**config.mk**
```make
export PLATFORM = sky130hd
export DESIGN_NAME = video_out_reader
export DESIGN_NICKNAME = d
export VERILOG_FILES = /design/src/rtl/video_out_reader.sv
export SDC_FILE = /design/constraint.sdc
export NUM_CORES = 1
export LEC_CHECK = 0
export CORE_UTILIZATION = 40
export DETAILED_ROUTE_END_ITERATION = 10
export SLEW_MARGIN = 20
export SYNTH_ARGS = -nofsm -noshare
export SYNTH_HDL_FRONTEND = slang
export SYNTH_SLANG_ARGS = --single-unit
```
**constraint.sdc**
```tcl
create_clock -name p_clk -period 9.6 [get_ports p_clk]
set_input_delay 0.96 -clock p_clk [delete_from_list [all_inputs] [get_ports p_clk]]
set_output_delay 0.96 -clock p_clk [all_outputs]
set_load 0.02 [all_outputs]
```
**src/rtl/video_out_reader.sv**
```systemverilog
// video_out_reader
//
// Reads a stored 8-bit grayscale frame from RAM over a Wishbone master port,
// one BLOCK_SIZE-byte burst of 32-bit words at a time, into a byte FIFO. A
// free-running timing generator pops the FIFO and regenerates frame_valid /
// line_valid / pixel_out with programmable horizontal and vertical blanking.
//
// Ports
//   p_clk, p_reset         single clock, asynchronous active-high reset
//   frame_base(_valid)     strobe loads the pending frame base address
//   frame_valid            high during active lines
//   line_valid             high during active pixel slots
//   pixel_out              pixel value, meaningful while line_valid is high
//   underflow              one-cycle pulse when an active slot finds FIFO empty
//   p_wb_*                 Wishbone classic master (read only)
//   fetch_state            current fetch FSM state, for observation
//
// Wishbone handshake: a word transfer is offered while CYC and STB are both
// high with ADR stable; it completes in the cycle the slave raises ACK or ERR
// (ERR wins if both are high, and then the word is taken as zero). CYC/STB stay
// high across all words of one block and drop the cycle after the last word.

module video_out_reader #(
  parameter int H_ACTIVE   = 640,
  parameter int V_ACTIVE   = 480,
  parameter int H_BLANK    = 160,
  parameter int V_BLANK    = 40,
  parameter int PIX_DIV    = 4,
  parameter int BLOCK_SIZE = 32,
  parameter int FIFO_DEPTH = 64
) (
  input  logic        p_clk,
  input  logic        p_reset,
  input  logic [31:0] frame_base,
  input  logic        frame_base_valid,
  output logic        frame_valid,
  output logic        line_valid,
  output logic [7:0]  pixel_out,
  output logic        underflow,
  output logic [31:0] p_wb_ADR_O,
  input  logic [31:0] p_wb_DAT_I,
  input  logic        p_wb_ACK_I,
  input  logic        p_wb_ERR_I,
  output logic        p_wb_CYC_O,
  output logic        p_wb_STB_O,
  output logic        p_wb_WE_O,
  output logic [3:0]  p_wb_SEL_O,
  output logic [2:0]  fetch_state
);

  localparam int H_TOTAL = H_ACTIVE + H_BLANK;
  localparam int V_TOTAL = V_ACTIVE + V_BLANK;
  localparam int HW      = $clog2(H_TOTAL + 1);
  localparam int VW      = $clog2(V_TOTAL + 1);
  localparam int DW      = $clog2(PIX_DIV);
  localparam int PW      = $clog2(FIFO_DEPTH);
  localparam int WPB     = BLOCK_SIZE / 4;
  localparam int WCW     = $clog2(WPB) + 1;

  localparam logic [HW-1:0]  H_LAST      = HW'(H_TOTAL - 1);
  localparam logic [HW-1:0]  H_ACT       = HW'(H_ACTIVE);
  localparam logic [VW-1:0]  V_LAST      = VW'(V_TOTAL - 1);
  localparam logic [VW-1:0]  V_ACT       = VW'(V_ACTIVE);
  localparam logic [DW-1:0]  DIV_LAST    = DW'(PIX_DIV - 1);
  localparam logic [WCW-1:0] WORD_LAST   = WCW'(WPB - 1);
  localparam logic [PW:0]    PREFILL     = (PW+1)'(BLOCK_SIZE);
  localparam logic [PW:0]    SPACE_LIMIT = (PW+1)'(FIFO_DEPTH - BLOCK_SIZE);
  localparam logic [31:0]    FRAME_BYTES = 32'(H_ACTIVE * V_ACTIVE);

  localparam logic [2:0] ST_IDLE  = 3'd0;
  localparam logic [2:0] ST_START = 3'd1;
  localparam logic [2:0] ST_SPACE = 3'd2;
  localparam logic [2:0] ST_REQ   = 3'd3;
  localparam logic [2:0] ST_WAIT  = 3'd4;
  localparam logic [2:0] ST_DONE  = 3'd5;

  // ---------------------------------------------------------------------------
  // Pending base register
  // ---------------------------------------------------------------------------
  logic [31:0] pend_base;
  logic        pend_valid;

  always_ff @(posedge p_clk or posedge p_reset) begin
    if (p_reset) begin
      pend_base  <= '0;
      pend_valid <= 1'b0;
    end else if (frame_base_valid) begin
      pend_base  <= frame_base;
      pend_valid <= 1'b1;
    end
  end

  // ---------------------------------------------------------------------------
  // Byte FIFO: one extra pointer bit separates full from empty
  // ---------------------------------------------------------------------------
  logic [7:0]  mem [FIFO_DEPTH];
  logic [PW:0] wptr, rptr;
  logic [PW:0] fifo_count;
  logic        fifo_empty;
  logic        push, pop;
  logic [31:0] push_data;

  assign fifo_count = wptr - rptr;
  assign fifo_empty = (wptr == rptr);

  always_ff @(posedge p_clk) begin
    if (push) begin
      for (int i = 0; i < 4; i++) begin
        mem[wptr[PW-1:0] + PW'(i)] <= push_data[8*i +: 8];
      end
    end
  end

  always_ff @(posedge p_clk or posedge p_reset) begin
    if (p_reset) begin
      wptr <= '0;
      rptr <= '0;
    end else begin
      if (push) wptr <= wptr + (PW+1)'(4);
      if (pop)  rptr <= rptr + (PW+1)'(1);
    end
  end

  // ---------------------------------------------------------------------------
  // Fetch FSM
  // ---------------------------------------------------------------------------
  logic [2:0]     state;
  logic [31:0]    addr;
  logic [31:0]    bytes_fetched;
  logic [WCW-1:0] word_cnt;
  logic           bus_done;
  logic           eof;

  assign bus_done  = p_wb_ACK_I | p_wb_ERR_I;
  assign push      = (state == ST_WAIT) && bus_done;
  assign push_data = p_wb_ERR_I ? 32'd0 : p_wb_DAT_I;

  always_ff @(posedge p_clk or posedge p_reset) begin
    if (p_reset) begin
      state         <= ST_IDLE;
      addr          <= '0;
      bytes_fetched <= '0;
      word_cnt      <= '0;
    end else begin
      case (state)
        // The live strobe also counts so START sees the freshly loaded base.
        ST_IDLE: if (pend_valid || frame_base_valid) state <= ST_START;
        ST_START: begin
          addr          <= pend_base;
          bytes_fetched <= '0;
          state         <= ST_SPACE;
        end
        ST_SPACE: begin
          if (fifo_count <= SPACE_LIMIT) begin
            word_cnt <= '0;
            state    <= ST_REQ;
          end
        end
        ST_REQ: state <= ST_WAIT;
        ST_WAIT: begin
          if (bus_done) begin
            addr          <= addr + 32'd4;
            bytes_fetched <= bytes_fetched + 32'd4;
            word_cnt      <= word_cnt + WCW'(1);
            if (word_cnt == WORD_LAST) begin
              state <= (bytes_fetched + 32'd4 == FRAME_BYTES) ? ST_DONE : ST_SPACE;
            end else begin
              state <= ST_REQ;
            end
          end
        end
        ST_DONE: if (eof) state <= ST_START;
        default: state <= ST_IDLE;
      endcase
    end
  end

  // Decoded from the state register, so reset drops them without a clock.
  assign p_wb_CYC_O  = (state == ST_REQ) || (state == ST_WAIT);
  assign p_wb_STB_O  = p_wb_CYC_O;
  assign p_wb_ADR_O  = addr;
  assign p_wb_WE_O   = 1'b0;
  assign p_wb_SEL_O  = 4'hF;
  assign fetch_state = state;

  // ---------------------------------------------------------------------------
  // Timing generator
  // ---------------------------------------------------------------------------
  logic          run;
  logic [DW-1:0] div;
  logic [HW-1:0] hcnt;
  logic [VW-1:0] vcnt;
  logic          slot_tick;
  logic          slot_active;

  assign slot_tick   = run && (div == DIV_LAST);
  assign slot_active = (hcnt < H_ACT) && (vcnt < V_ACT);
  assign eof         = slot_tick && (hcnt == H_LAST) && (vcnt == V_LAST);
  assign pop         = slot_tick && slot_active && !fifo_empty;

  always_ff @(posedge p_clk or posedge p_reset) begin
    if (p_reset) begin
      run         <= 1'b0;
      div         <= '0;
      hcnt        <= '0;
      vcnt        <= '0;
      frame_valid <= 1'b0;
      line_valid  <= 1'b0;
      pixel_out   <= '0;
      underflow   <= 1'b0;
    end else begin
      underflow <= 1'b0;
      // Once prefilled the raster never stops, even if the FIFO later drains.
      if (!run && (fifo_count >= PREFILL)) run <= 1'b1;
      if (run) div <= (div == DIV_LAST) ? '0 : div + DW'(1);
      if (slot_tick) begin
        frame_valid <= (vcnt < V_ACT);
        line_valid  <= slot_active;
        pixel_out   <= (slot_active && !fifo_empty) ? mem[rptr[PW-1:0]] : 8'd0;
        underflow   <= slot_active && fifo_empty;
        if (hcnt == H_LAST) begin
          hcnt <= '0;
          vcnt <= (vcnt == V_LAST) ? '0 : vcnt + VW'(1);
        end else begin
          hcnt <= hcnt + HW'(1);
        end
      end
    end
  end

endmodule

```
==> flow_metrics.py <==
metrics = {
    "sta": {
        "post-route-min-period_ns": 4.07,
        "slew_violations": 0,
        "period_share_pct": 42.4,
        "worst_clock_skew_ns": 0.0286,
        "clock.fmax_ghz": 0.246,
        "max-slew-margin-rel_pct": 18.5,
        "fin_setup_tns_ns": 0,
        "hold-worst-slack_ns": 0.449,
        "rsz0062_at_grt": "no",
        "setup_viol": 0,
        "tightest_slew_ns": 1.22,
        "hold_viol": 0,
    },
    "cts": {
        "cts_tree": "done",
        "cts_resized": 0,
        "post_cts_buffers": 0,
        "clk_latency_ns": 0.61,
        "clock_sinks": 660,
        "cts_made_buffers": 69,
        "clock-root-buffer": "clkbuf_16",
        "clk_pin_slew_worst_paths_ns": 0.06,
        "cts_buffer_depth": 3,
        "ctsHtreeMaxLevel": 3,
        "ctsHoldBuffers": 0,
    },
    "pwr": {
        "combPwrFrac_pct": 27.7,
        "power.sequential.fraction_pct": 41.3,
        "p_per_area_mw_per_mm2": 267,
        "switching_share_pct": 30.4,
        "internal_power_uw": 5940,
        "irDropWorstVdd_v": 0.000124,
        "total_power_uw": 8540,
        "power.leakage_uw": 0.0108,
        "switchingPower_uw": 2600,
        "clockPowerShare_pct": 31.0,
    },
    "routing": {
        "drt_iter0_markers": 1423,
        "first_pass_iters": 5,
        "ant_nets": 0,
        "vias": 15500,
        "wl_per_cell_um": 24.2,
        "via_per_inst": 5.75,
        "drt_wl_total_um": 65500,
        "drc": 0,
    },
    "final_layout": {
        "area_delta_synth_final_pct": 16.4,
        "antenna_cells": 0,
        "final_cells": 2700,
        "n_fill_cell": 5687,
        "drive_gt1_share_pct": 20.9,
        "final_nets": 1858,
    },
    "setup_path": {
        "crit_slowest_cell": "nand2b_1",
        "crit_top_cell": "nand2b_1",
        "critPathMaxStageDelay_ns": 0.80,
        "worst-r2r-setup-slack_ns": 5.63,
        "arrival_ns": 3.11,
        "timing.rr.start": "rptr[5]",
        "crit_required_ns": 8.64,
        "crit_start": "fetch_state[1]",
        "worstSetupEndpointType": "primary output",
        "cp_top_family": "simple AND/OR/NAND/NOR gates",
        "start_kind": "flip-flop",
        "path_class": "reg2out",
        "path_max_fanout": 24,
        "worst-path-buf-inv": 1,
        "path_cells": "nand2b_1, nand2b_1, o21ai_0, clkdlybuf4s50_1",
    },
    "global_route": {
        "grt_max_degree": 90,
        "antenna_found_initial": 1,
        "grt_pass1_wl_um": 99400,
        "grt_pass1_vias": 15600,
        "grt.overflow.total": 0,
        "grtUsageTotal_pct": 19.1,
    },
    "yosys": {
        "synth_common_cells": "512 x edfxtp_1, 160 x mux4_2, 148 x dfrtp_1, 117 x nand2_1, 87 x o21ai_0",
        "synthCells": 1663,
        "synth.avg_cell_area_sq_um": 16.5,
        "synth_top_area_share_pct": 55.9,
        "yosysMostFrequentCell": "edfxtp_1",
        "synth_area_leaders": "edfxtp_1 56%, dfrtp_1 13%, mux4_2 13%, nand2_1 1.6%, o21ai_0 1.6%",
        "yosys.area.top_type": "edfxtp_1",
        "synth_area_sq_mm": 0.0275,
        "async_flop_share_pct": 22.4,
        "ys_types": 64,
        "yosys_warnings": 0,
        "yosysSeqAreaShare_pct": 69.4,
        "synth_edf_count": 512,
        "ys.flop_type": "edfxtp_1",
        "ys_ff_latch": 660,
    },
    "die": {
        "die_h_um": 264,
        "num_rows": 95,
        "die_area_sq_mm": 0.0698,
        "top_level_ports": 122,
        "fp.coreArea_sq_mm": 0.0676,
        "die_w_um": 264,
        "start_util_pct": 40.6,
    },
    "placed_design": {
        "gp_congestion": 0.837,
        "portBuffers": 116,
        "dp_cells": 2576,
        "dp_hpwl_um": 38200,
    },
    "worst_hold_path": {
        "hp-class": "reg2reg",
        "worstHoldStart": "pend_valid",
    },
    "run": {
        "maxCapViolCount": 0,
    },
    "run_status": {
        "status": "complete, no violations",
    },
}
==> metal layers <==
layer	routed length [um]	part of all wire (%)	track usage (%)	vias up
li1	-	-	-	6784
met1	28800	44	27.1	8077
met2	31000	47	30.1	580
met3	4490	6.9	4.04	90
met4	1260	1.9	4.56	0
met5	0	0	0	-
==> per-stage QoR <==
step | cell area [sq um] | utilization, % | setup slack (ns)
global route | 32000 | 47.3 | 5.34
global placement | 29700 | 43.9 | 5.39
floorplan | 27500 | - | 4.66
CTS | 32000 | 47.3 | 5.54
finish | 32000 | 47.3 | 5.53
detailed placement | 29700 | 44.0 | 5.24
==> final timing paths <==
kind | endpoint | cells past startpoint
max in group asynchronous | rptr[0] | 3
hold / removal | pend_valid | 1
min in group asynchronous | pend_base[27] | 2
hold reg to reg | pend_valid | 1
setup reg to reg | pixel_out[6] | 9
setup / recovery | p_wb_CYC_O | 4
==> worst register-to-register path: cells and delay by family, from the launching register on <==
kind	cells	cell delay (ns)
and+or+nand+nor	4	1.10
DFF	1	0.65
buffers and inverters	1	0.83
AOI/OAI and AO/OA	3	0.66
adders and majority gates	1	0.66
==> registers in the layout, summed over array words and instances (netlist names) <==
name / count
wptr: 5
pixel_out: 8
rptr: 7
word_cnt: 4
mem: 512
hcnt: 10
vcnt: 10
frame_valid: 1
fetch_state: 3
run: 1
pend_valid: 1
underflow: 1
pend_base: 32
div: 2
bytes_fetched: 30
line_valid: 1
p_wb_ADR_O: 32
==> layout by cell type, fill, tap and decap left out, types with 8 or more instances in the layout <==
| cell | n |
|---|---|
| nand2_1 | 117 |
| nor2b_4 | 8 |
| nand4_1 | 31 |
| ha_1 | 15 |
| dfrtp_1 | 145 |
| clkbuf_1 | 13 |
| xnor2_1 | 25 |
| nor4_1 | 16 |
| clkinv_1 | 15 |
| nor2_4 | 13 |
| buf_4 | 23 |
| or3_1 | 10 |
| o21ai_0 | 87 |
| nand3_1 | 41 |
| inv_1 | 15 |
| nor2b_2 | 24 |
| clkdlybuf4s50_1 | 115 |
| a31oi_1 | 9 |
| clkbuf_16 | 69 |
| edfxtp_1 | 512 |
| nor3_1 | 21 |
| xor2_1 | 12 |
| mux4_2 | 160 |
| nand2b_1 | 8 |
| mux2_2 | 34 |
| clkinv_2 | 9 |
| a21oi_1 | 78 |
| o22ai_1 | 11 |
| nor2_1 | 50 |
| and3_1 | 21 |
| mux2i_1 | 11 |
==> logic make-up after synthesis <==
family,after synthesis,share of synthesized area (%)
multiplexers,205,14.9
other,2,0.0273
buffers and inverters,119,1.78
AO/OA/AOI/OAI,226,4.70
XOR/XNOR,37,1.18
adder cells (fa/ha/maj),15,0.683
AND/OR/NAND/NOR,399,7.32
flip-flops,660,69.4
==> layout make-up <==
cell class	instances	area [sq um]	area share (%)
multi-input cells	887	8190	25.6
inverters	18	72.6	0.227
clock inverters	35	354	1.11
clock buffers	89	1870	5.85
flip-flops and latches	660	19100	59.7
repair buffers	138	1320	4.14
well taps	873	1090	3.41
==> power by group through the flow <==
stage	registers, uW	logic, uW	clock network (uW)
3_3_place_gp	3580	2380	0
3_5_place_dp	3590	2410	0
5_1_grt	3560	2550	2820
2_1_floorplan	3550	1590	0
6_report	3530	2370	2640
4_1_cts	3530	2410	2700
No activity file was read; power rests on OpenSTA's default activity.
